**config.mk**
```make
export PLATFORM = sky130hd
export DESIGN_NAME = instr_fetch_unit
export DESIGN_NICKNAME = d
export VERILOG_FILES = /design/src/rtl/fetch_pkg.sv /design/src/rtl/fetch_queue.sv /design/src/rtl/instr_fetch_unit.sv
export SDC_FILE = /design/constraint.sdc
export NUM_CORES = 1
export LEC_CHECK = 0
export ABC_AREA = 0
export BUFFER_PORTS_ARGS = -buffer_cell sky130_fd_sc_hd__clkbuf_2
export CAP_MARGIN = 0
export CORE_AREA = 2 2 199 201
export DETAILED_ROUTE_END_ITERATION = 8
export DIE_AREA = 0 0 201 203
export GPL_ROUTABILITY_DRIVEN = 0
export PLACE_DENSITY = 0.84
export SLEW_MARGIN = 25
export SYNTH_ARGS = -nofsm -noshare
export SYNTH_HDL_FRONTEND = slang
export SYNTH_SLANG_ARGS = --single-unit
```
**constraint.sdc**
```tcl
create_clock -name CLK -period 25.2 [get_ports CLK]
set_clock_uncertainty 0.1 [all_clocks]
set_input_delay 2.52 -clock CLK [delete_from_list [all_inputs] [get_ports CLK]]
set_output_delay 2.52 -clock CLK [all_outputs]
set_load 0.005 [all_outputs]
```
**src/rtl/fetch_pkg.sv**
```systemverilog
// Shared definitions for the instruction fetch stage.
//   fetch_state_t : fetch FSM encoding (IDLE, REQ, WAIT)
//   INSTR_W       : instruction word width
//   DEFAULT_PC_W  : default PC/address width
//   PC_STEP       : PC increment per fetched word
package fetch_pkg;

  typedef enum logic [1:0] {
    IDLE = 2'd0,
    REQ  = 2'd1,
    WAIT = 2'd2
  } fetch_state_t;

  localparam int INSTR_W      = 32;
  localparam int DEFAULT_PC_W = 64;
  localparam int PC_STEP      = 4;

endpackage

```
**src/rtl/fetch_queue.sv**
```systemverilog
// In-order instruction queue holding {instr, pc} pairs.
//   clk, reset          : rising-edge clock, synchronous active-high reset
//   push, push_instr/pc : enqueue one entry
//   pop                 : dequeue the head entry
//   flush               : empty the queue; overrides push and pop
//   head_instr, head_pc : registered head entry (zero after reset)
//   count               : occupied entries
module fetch_queue
  import fetch_pkg::*;
#(
  parameter int DEPTH = 4,
  parameter int PC_W  = DEFAULT_PC_W
) (
  input  logic                   clk,
  input  logic                   reset,
  input  logic                   push,
  input  logic [INSTR_W-1:0]     push_instr,
  input  logic [PC_W-1:0]        push_pc,
  input  logic                   pop,
  input  logic                   flush,
  output logic [INSTR_W-1:0]     head_instr,
  output logic [PC_W-1:0]        head_pc,
  output logic [$clog2(DEPTH):0] count
);

  localparam int PTR_W = $clog2(DEPTH);
  localparam logic [PTR_W:0] FULL = (PTR_W+1)'(DEPTH);

  logic [INSTR_W-1:0] instr_q [DEPTH];
  logic [PC_W-1:0]    pc_q    [DEPTH];
  logic [PTR_W-1:0]   wr_ptr;
  logic [PTR_W-1:0]   rd_ptr;
  logic               do_push;
  logic               do_pop;

  assign do_pop  = pop && (count != '0);
  assign do_push = push && ((count != FULL) || do_pop);

  assign head_instr = instr_q[rd_ptr];
  assign head_pc    = pc_q[rd_ptr];

  always_ff @(posedge clk) begin
    if (reset) begin
      wr_ptr <= '0;
      rd_ptr <= '0;
      count  <= '0;
      for (int unsigned i = 0; i < unsigned'(DEPTH); i++) begin
        instr_q[PTR_W'(i)] <= '0;
        pc_q[PTR_W'(i)]    <= '0;
      end
    end else if (flush) begin
      wr_ptr <= '0;
      rd_ptr <= '0;
      count  <= '0;
    end else begin
      if (do_push) begin
        instr_q[wr_ptr] <= push_instr;
        pc_q[wr_ptr]    <= push_pc;
        wr_ptr          <= wr_ptr + 1'b1;
      end
      if (do_pop) begin
        rd_ptr <= rd_ptr + 1'b1;
      end
      case ({do_push, do_pop})
        2'b10:   count <= count + 1'b1;
        2'b01:   count <= count - 1'b1;
        default: count <= count;
      endcase
    end
  end

endmodule

```
**src/rtl/instr_fetch_unit.sv**
```systemverilog
// LEGv8 instruction fetch stage: PC register, single-outstanding fetch
// FSM on a valid/ready memory channel, and an in-order instruction queue
// presented to decode over valid/ready. A taken branch flushes the queue,
// reloads the PC and drops any stale in-flight response.
//   CLK, Reset, StartPC              : clock, sync active-high reset, reset PC
//   IMemReqValid/Ready, IMemAddr     : fetch request channel
//   IMemRspValid, IMemRspData        : fetch response (one per accepted request)
//   InstrValid/Ready, Imm32, InstrPC : queue head to decode
//   Redirect, RedirectPC             : branch redirect
//   QueueCount                       : occupied queue entries
// Optional macro FETCH_PERF_CNT_EN adds FetchCount and FlushCount outputs.
module instr_fetch_unit
  import fetch_pkg::*;
#(
  parameter int DEPTH = 4,
  parameter int PC_W  = DEFAULT_PC_W
) (
  input  logic                   CLK,
  input  logic                   Reset,
  input  logic [PC_W-1:0]        StartPC,
  output logic                   IMemReqValid,
  input  logic                   IMemReqReady,
  output logic [PC_W-1:0]        IMemAddr,
  input  logic                   IMemRspValid,
  input  logic [INSTR_W-1:0]     IMemRspData,
  output logic                   InstrValid,
  input  logic                   InstrReady,
  output logic [INSTR_W-1:0]     Imm32,
  output logic [PC_W-1:0]        InstrPC,
  input  logic                   Redirect,
  input  logic [PC_W-1:0]        RedirectPC,
  output logic [$clog2(DEPTH):0] QueueCount
`ifdef FETCH_PERF_CNT_EN
  ,
  output logic [31:0]            FetchCount,
  output logic [31:0]            FlushCount
`endif
);

  localparam int CNT_W = $clog2(DEPTH) + 1;

  fetch_state_t    state;
  logic [PC_W-1:0] pc;
  logic [PC_W-1:0] req_pc;
  logic            drop;
  logic            enq;
  logic            pop;
  logic            space_now;
  logic            space_after;
  logic [CNT_W:0]  occ_now;
  logic [CNT_W:0]  occ_after;
  logic [PC_W-1:0] redirect_aligned;

  assign IMemReqValid     = (state == REQ);
  assign IMemAddr         = pc;
  assign InstrValid       = (QueueCount != '0);
  assign pop              = InstrValid && InstrReady;
  assign redirect_aligned = RedirectPC & ~(PC_W'(PC_STEP - 1));

  // Response is kept only when it belongs to the current fetch stream.
  assign enq = (state == WAIT) && IMemRspValid && !drop && !Redirect;

  // The in-flight request reserves a slot so a response can never overflow.
  assign occ_now     = {1'b0, QueueCount} + {{CNT_W{1'b0}}, state == WAIT};
  assign space_now   = occ_now < (CNT_W+1)'(DEPTH);
  assign occ_after   = {1'b0, QueueCount} + (CNT_W+1)'(1) - {{CNT_W{1'b0}}, pop};
  assign space_after = occ_after < (CNT_W+1)'(DEPTH);

  fetch_queue #(
    .DEPTH (DEPTH),
    .PC_W  (PC_W)
  ) u_queue (
    .clk        (CLK),
    .reset      (Reset),
    .push       (enq),
    .push_instr (IMemRspData),
    .push_pc    (req_pc),
    .pop        (pop),
    .flush      (Redirect),
    .head_instr (Imm32),
    .head_pc    (InstrPC),
    .count      (QueueCount)
  );

  always_ff @(posedge CLK) begin
    if (Reset) begin
      state  <= IDLE;
      pc     <= StartPC;
      req_pc <= '0;
      drop   <= 1'b0;
    end else if (Redirect) begin
      pc <= redirect_aligned;
      case (state)
        REQ: begin
          // An accepted request still owes a response; mark it stale.
          if (IMemReqReady) begin
            state <= WAIT;
            drop  <= 1'b1;
          end
        end
        WAIT: begin
          if (IMemRspValid) begin
            state <= REQ;
            drop  <= 1'b0;
          end else begin
            drop  <= 1'b1;
          end
        end
        default: state <= REQ;
      endcase
    end else begin
      case (state)
        IDLE: begin
          if (space_now) state <= REQ;
        end
        REQ: begin
          if (IMemReqReady) begin
            pc     <= pc + PC_W'(PC_STEP);
            req_pc <= pc;
            state  <= WAIT;
          end
        end
        WAIT: begin
          if (IMemRspValid) begin
            drop  <= 1'b0;
            state <= (drop || space_after) ? REQ : IDLE;
          end
        end
        default: state <= IDLE;
      endcase
    end
  end

  a_no_rsp_when_full : assert property (
    @(posedge CLK) disable iff (Reset)
    !(enq && (QueueCount == CNT_W'(DEPTH)))
  );

`ifdef FETCH_PERF_CNT_EN
  logic rsp_discard;

  assign rsp_discard = (state == WAIT) && IMemRspValid && (drop || Redirect);

  always_ff @(posedge CLK) begin
    if (Reset) begin
      FetchCount <= '0;
      FlushCount <= '0;
    end else begin
      if (enq) FetchCount <= FetchCount + 32'd1;
      FlushCount <= FlushCount
                  + (Redirect ? 32'(QueueCount) : 32'd0)
                  + {31'd0, rsp_discard};
    end
  end
`endif

endmodule

```
==> Word-level counts from Yosys, hierarchy flattened <==
Memories as Yosys holds them, arrays and structs flattened. A register that Yosys moved wholly into a read port is not among the register bits.
Cells that the tools add are included.
{ "op_classes": {"addsub": 8, "order_cmp": 2, "eq_ne": 8, "n_mux": 35, "bitwise_logic": 1, "reduce_logical": 25} }
{ "ops": {"columns": ["cell", "count"], "rows": [
  ["$mux 64", 5],
  ["$add 64x3->64 const B", 1],
  ["$reduce_or 64->1", 1],
  ["$mux 32", 1],
  ["$reduce_or 32->1", 1],
  ["$mux 2", 11],
  ["$mux 1", 14],
  ["$ne 3x3->1 const B", 3],
  ["$reduce_bool 3->1", 3],
  ["$lt 4x3->1 const B", 2],
  ["$reduce_bool 2->1", 4],
  ["$logic_and 1x1->1", 6],
  ["$pmux 2 s3", 1],
  ["$pmux 3 s2", 1],
  ["$add 2x1->2 const B", 2],
  ["$add 3x1->4", 1],
  ["$add 3x1->4 const B", 1],
  ["$eq 2x1->1 const B", 2],
  ["$eq 2x2->1 const B", 2],
  ["$pmux 2 s2", 1],
  ["$reduce_and 2->1", 2],
  ["$reduce_and 4->1", 1],
  ["$sub 4x1->4", 1],
  ["$add 3x1->3 const B", 1],
  ["other kinds (9)", 11]
]} }
{ "word_totals": {"regBits": 138, "mem_bits_rw": 384, "output_inout_bits": 165, "mem_count": 2} }
{ "memory_table": {"columns": ["memory", "depth", "width", "rd", "rd_ports_with_merged_regs", "wr", "line", "rtl"], "rows": [
  ["u_queue.pc_q", 4, 64, 1, 1, 4, "fetch_queue.sv:30", "logic [PC_W-1:0] pc_q [DEPTH];"],
  ["u_queue.instr_q", 4, 32, 1, 1, 4, "fetch_queue.sv:29", "logic [INSTR_W-1:0] instr_q [DEPTH];"]
]} }

==> Depth between registers and ports, before layout <==
Gate-level depths: netlist of the first run.
{ "depth": {"depth_word": 11, "ltp_mapped": 11, "mapped_depth_nobuf": 11} }

==> Hierarchy <==
From an unflattened synthesis of the first run, not the netlist that was laid out.
{ "hier_totals": {"cells_unflattened": 1745, "area_unflattened_um2": 23702.7} }
{ "by_module_without_submodules": {"columns": ["mod", "instances", "cells_per_inst", "area_per_inst_um2"], "rows": [
  ["fetch_queue", 1, 984, 16996.3],
  ["instr_fetch_unit", 1, 761, 6706.4]
]} }

==> Worst setup path before layout of the first run <==
Ideal clock, no wire load.
{ "synth_path": {"kind": "input port to flip-flop", "start": "input IMemRspValid", "end": "memory u_queue.instr_q[1][0], enable pin", "setup_ns": 0.683, "arrival_ns": 10.036, "required_time_ns": 24.417, "path_slack_ns": 14.381, "stages": 5, "cell_sequence": "nand2_1 nor4_2 clkbuf_1 nand2_1 o21ai_0"} }
{ "synth_rtl": {"columns": ["element", "line", "rtl"], "rows": [
  ["from (decl)", "instr_fetch_unit.sv:24", "input logic IMemRspValid,"],
  ["to (decl)", "fetch_queue.sv:29", null]
]} }

==> impl_metrics.ini, run 1 <==
[timing]
fmax_mhz = 164
slew_viol_final = 0
worst_slack_ns = 19.10
finalWorstPathRequiredPeriod_ns = 6.10
tightestPinTransition_ns = 0.936
rsz0062_at_grt = false
finalSetupTns_ns = 0
relSlewSlack_pct = 37.6
period_share_pct = 24.2
hold_violations = 0
setup_viol_count_final = 0

[critical_path]
cp_common_cell = buf_4
cp-start-kind = input pin
crit_chain = clkbuf_2, buf_4, nor4_4, buf_4, buf_4, and2_4, buf_6, nor3b_4, buf_4, and2_1
cp.depth = 10
worstSetupPathType = input pin to register
end_kind = register
path_buf_inv = 6
cp_top_family = buffers and inverters
cp.required_ns = 25.54
slowest_delay_ns = 0.71
critPathSlowestCell = buf_4
cp.arrival_ns = 6.44
worst_r2r_path_depth = 11
path_max_fanout = 97

[finish]
syn_to_final_growth_pct = 16.0
num_antenna_cells = 0
final_cells = 2608
fillers = 2708
utilization_pct = 71.2
layout_commonest_cell = edfxtp_1
layout_common_cells = edfxtp_1, clkbuf_2, and3_1, and2_1, nand2_1
nets = 2222
drive_above_1_share_pct = 26.6
register_area_um2 = 15000
multi_input_area_um2 = 8140

[clock_tree]
htreeDepth = 2
path_clk_slew_ns = 0.06
cts_buffers = 52
clk_path_buf_depth = 3
clock_sinks = 524
cts-resized-gates = 0
holdBufCountCts = 0
clk_latency_ns = 0.58
cts_tree = yes
root_buffer = clkbuf_16
cts_setup_buffers = 0

[logic_synthesis]
synth_edf_count = 448
yosysWarnings = 0
ys_seq_elements = 524
synth-main-ff-cell = edfxtp_1
syn_inst = 1776
synth-seq-area-share_pct = 63.4
synth_cell_type_count = 55
synth_area_per_cell_um2 = 13.3
async_flop_share_pct = 0
synth_nets = 1948
syn_area_um2 = 23600

[placement]
post-place-ws_ns = 18.37
place_hpwl_um = 37600
place_inst = 2514
port_buffers = 328

[min_path]
hp-class = register to register
hold_path_depth = 2

[global_routing]
grt_max_degree = 98
grt_pass1_vias = 16789
antenna_found_initial = 1
grt.overflow.total = 0
track_usage_pct = 31.2
grt_pass1_wl_um = 96400

[floorplanning]
row_count = 72
dieArea_um2 = 40800
num_io_pins = 331
coreArea_um2 = 38500
die_y_um = 203
initial_core_util_pct = 61.4
die_w_um = 201

[routing]
postRouteAntennaNets = 0
wl_per_cell_um = 24.2
drt_pass1_iterations = 5
vias = 16320
viasPerCell = 6.26
first_iter_violations = 1627
drt_wl_total_um = 63000
drc_errors = 0

[status]
outcome = complete, no violations

[pwr]
power_density_nw_per_um2 = 70.2
ir_worst_vdd_mv = 0.0775
total_power_mw = 1.92
leakage_nw = 10.9

[job]
maxCapViolCount = 0
## cell families after synthesis
family                     share of synthesized area [%]
adders and majority gates                          0.350
buffers and inverters                               2.41
DFF                                                 63.4
muxes                                               9.69
and+or+nand+nor                                     17.1
xor gates and xnor gates                            2.23
AOI/OAI and AO/OA                                   4.74
## registers in the layout, summed over array words and instances, names as in the netlist, named ones only
| register | flops |
|---|---|
| IMemAddr | 64 |
| state | 2 |
| u_queue.count | 3 |
| u_queue.pc_q | 256 |
| u_queue.wr_ptr | 2 |
| req_pc | 64 |
| u_queue.rd_ptr | 2 |
| drop | 1 |
| u_queue.instr_q | 128 |
## worst paths after layout
| path | start | to | slack [ns] |
|---|---|---|---|
| setup / recovery | Redirect | u_queue.instr_q[1][31] | 19.10 |
| hold / removal | req_pc[9] | req_pc[9] | 0.38 |
| setup reg to reg | state[0] | u_queue.instr_q[1][31] | 20.66 |
| hold reg to reg | req_pc[9] | req_pc[9] | 0.38 |
## synthesized netlist by cell type (14+ instances only)
library cell	n	share of area [%]
a21oi_1	100	2.1
a22oi_1	18	0.57
and2_1	204	5.4
and3_1	211	5.6
buf_1	14	0.22
clkbuf_1	115	1.8
dfxtp_1	76	6.4
edfxtp_1	448	57
inv_1	15	0.24
mux4_2	96	9.2
nand2_1	186	3.0
nand3_1	26	0.55
nand4_1	23	0.61
nor2_1	31	0.49
nor3_1	18	0.38
o21ai_0	41	0.87
o22ai_1	18	0.48
xnor2_1	32	1.2
xor2_1	28	1.0
## layout make-up
type	instances	area share, %
inverter	17	0.242
sequential	524	54.7
clock inverter	20	0.813
clock buffer	74	5.42
multi-input combinational	1102	29.7
timing repair buffer	353	6.73
tap	518	2.37
## worst reg2reg max path: stages, from the launching register on
cell     delay (ns)
dfxtp_1        0.36
inv_1          0.12
ha_1           0.25
nand2_1        0.13
nor4_4         0.22
buf_4          0.45
buf_4          0.74
and2_4         0.29
buf_6          0.60
nor3b_4        0.33
buf_4          0.53
and2_1         0.27
## routing by layer
layer / share of wire (%) / vias up / global-route usage (%)
li1: - / 7170 / -
met1: 37 / 8005 / 40.7
met2: 50 / 1013 / 52.4
met3: 9.7 / 130 / 5.83
met4: 3.2 / 2 / 12.0
met5: 0.021 / - / 0
## where the power goes
part / internal (mW) / switching [mW] / leakage (nW)
clock: 0.459 / 0.321 / 0.842
combinational: 0.0507 / 0.0751 / 4.76
sequential: 0.980 / 0.0370 / 5.25
total: 1.49 / 0.433 / 10.9
## stage by stage
step                      hold slack [ns]  area, um^2
after CTS                           0.383       27400
after global routing                0.405       27400
after floorplan                     0.357       23600
after detailed placement            0.375       25700
after global placement              0.366       25700
final                               0.383       27400
(Power assumes the default switching activity.)
==> inputs of run 2 (changes only) <==
Settings changed: ABC_AREA 0 to 1, CORE_AREA 2 2 199 201 to 2 2 220 222, DIE_AREA 0 0 201 203 to 0 0 222 224, PLACE_DENSITY 0.84 to 0.77.
Clock period 25.2 ns to 5.47 ns, I/O delays scaled along.
==> impl_metrics.ini, run 2 <==
[status]
outcome = complete, no violations

[placement]
place_inst = 3570
place_hpwl_um = 47200
dpl-instance-area_um2 = 27000
port_buffers = 328

[finish]
syn_to_final_growth_pct = 15.2
largest-register = u_queue.pc_q
nets = 3182
fillers = 4002
num_antenna_cells = 0
drive_above_1_share_pct = 18.6
multi_input_area_um2 = 8440
layout_common_cells = nor2_1, nand2_1, edfxtp_1, clkbuf_2, o21ai_0
register_area_um2 = 15000
layout_commonest_cell = nor2_1
largest_registers = u_queue.pc_q x256, u_queue.instr_q x128
largest_reg_flops = 256
stdcell_area_um2 = 28700
final_cells = 3663

[critical_path]
cp.arrival_ns = 3.04
slowest_delay_ns = 0.65
worst_r2r_path_depth = 10
cp-start-kind = register
critPathSlowestCell = inv_6
worstSetupPathType = register to output port
crit_chain = inv_6, buf_4, o21ai_0, o22ai_1, clkbuf_2
end_kind = output port
path_max_fanout = 106
cp.required_ns = 4.82

[clock_tree]
htreeDepth = 2
root_buffer = clkbuf_16
cts_buffers = 53
cts_tree = yes
cts-resized-gates = 0
holdBufCountCts = 0
clk_latency_ns = 0.59
cts_setup_buffers = 0
path_clk_slew_ns = 0.06
clk_path_buf_depth = 3
clock_sinks = 524

[logic_synthesis]
synth_nets = 2920
syn_area_um2 = 24900
synth_mux_area_share_pct = 0
synth_top_family_by_area = simple AND/OR/NAND/NOR gates
synth_area_leader_cell = edfxtp_1
synth_common_cells = nor2_1, nand2_1, edfxtp_1
yosysWarnings = 0
synth_compound_area_share_pct = 10.6
synth.most_common_cell = nor2_1
ys_seq_elements = 524
yosys.area_share.simple_pct = 22.1
synth-seq-area-share_pct = 60.2
synthTopCellsByArea = edfxtp_1, nor2_1, nand2_1
synth_cell_type_count = 37
syn_inst = 2748
synth_top_area_share_pct = 54.0
synth_area_per_cell_um2 = 9.06
synth-main-ff-cell = edfxtp_1
synth_xor_xnor_area_share_pct = 0.563
synth_edf_count = 448
synthAdderAreaFrac_pct = 0.332
async_flop_share_pct = 0

[timing]
slew_viol_final = 0
fmax_mhz = 271
finalSetupTns_ns = 0
hold_violations = 0
tightestPinTransition_ns = 1.04
relSlewSlack_pct = 30.3
period_share_pct = 67.5
setup_viol_count_final = 0
finalWorstPathRequiredPeriod_ns = 3.69
rsz0062_at_grt = false

[global_routing]
grt.overflow.total = 0
antenna_found_initial = 0
grt_pass1_vias = 19857
track_usage_pct = 29.0
grt_pass1_wl_um = 111000
grt_max_degree = 107

[floorplanning]
coreArea_um2 = 47300
dieArea_um2 = 49700
die_y_um = 224
num_io_pins = 331
initial_core_util_pct = 52.6
die_w_um = 222
row_count = 80

[routing]
viasPerCell = 5.67
drt_pass1_iterations = 6
vias = 20755
first_iter_violations = 2114
postRouteAntennaNets = 0
drt_wl_total_um = 72600
wl_per_cell_um = 19.8
drc_errors = 0

[pwr]
leakage_nw = 11.8
ir_worst_vdd_mv = 0.237
total_power_mw = 8.88
power_density_nw_per_um2 = 310

[job]
maxCapViolCount = 0

[min_path]
hold_path_depth = 3
hp-class = input pin to register
run 2: cell types whose count changed after synthesis, moves of 54 or more:
cell     before  now
inv_1        15  189
and2_1      204    0
mux4_2       96    0
o22ai_1      18   97
nor2_1       31  660
nand2_1     186  480
and3_1      211    0
o21ai_0      41  304
inv_2         1   55
run 2: path summary, 6_finish.rpt:
kind,start,slack [ns],to
worst min-delay path,StartPC[49],0.13,IMemAddr[49]
worst max register to register,IMemAddr[2],2.46,IMemAddr[50]
worst max-delay path,register,1.78,Imm32[10]
worst min register to register,u_queue.rd_ptr[1],0.36,register
run 2: cell families (layout without fill, tap and decap cells):
kind of cell,after synthesis,count (layout)
simple gates,1305,1305
xor+xnor,16,16
flops,524,524
compound gates,501,501
fa+ha+maj,6,6
buf+inv,396,696
run 2: area by class of cell:
class / instances / area share [%]
clock buffers: 78 / 5.42
flip-flops and latches: 524 / 52.2
clock inverters: 15 / 0.353
repair buffers: 356 / 6.60
multi-input cells: 1828 / 29.4
inverters: 247 / 3.27
well taps: 615 / 2.68
run 2: per-layer routing:
layer / up-vias / GRT usage, % / wire, um / share of wire, %
met4: 0 / 13.5 / 3370 / 4.6
met1: 9677 / 38.5 / 28400 / 39
met5: - / 0 / 0 / 0
li1: 9657 / - / - / -
met3: 224 / 3.65 / 6560 / 9.0
met2: 1197 / 47.9 / 34300 / 47
run 2: stage by stage:
step,hold slack (ns),worst slack [ns],utilization (%)
global route,0.128,1.61,60.6
finish,0.126,1.78,60.6
detailed placement,0.347,2.22,57.1
CTS,0.0957,1.58,60.5
floorplan,0.336,-0.643,-
global placement,0.343,2.29,57.0
run 2: where the power goes:
group	leakage (nW)	internal, mW	switching (mW)
sequential	5.24	4.53	0.171
combinational	5.74	0.229	0.465
clock	0.814	2.00	1.48
total	11.8	6.76	2.11
run 2: critical path, delay by kind of cell, from the launching register on:
kind,cells,cell delay (ns)
buffers and inverters,3,1.38
flip-flops,1,0.55
AO/OA/AOI/OAI,2,0.39
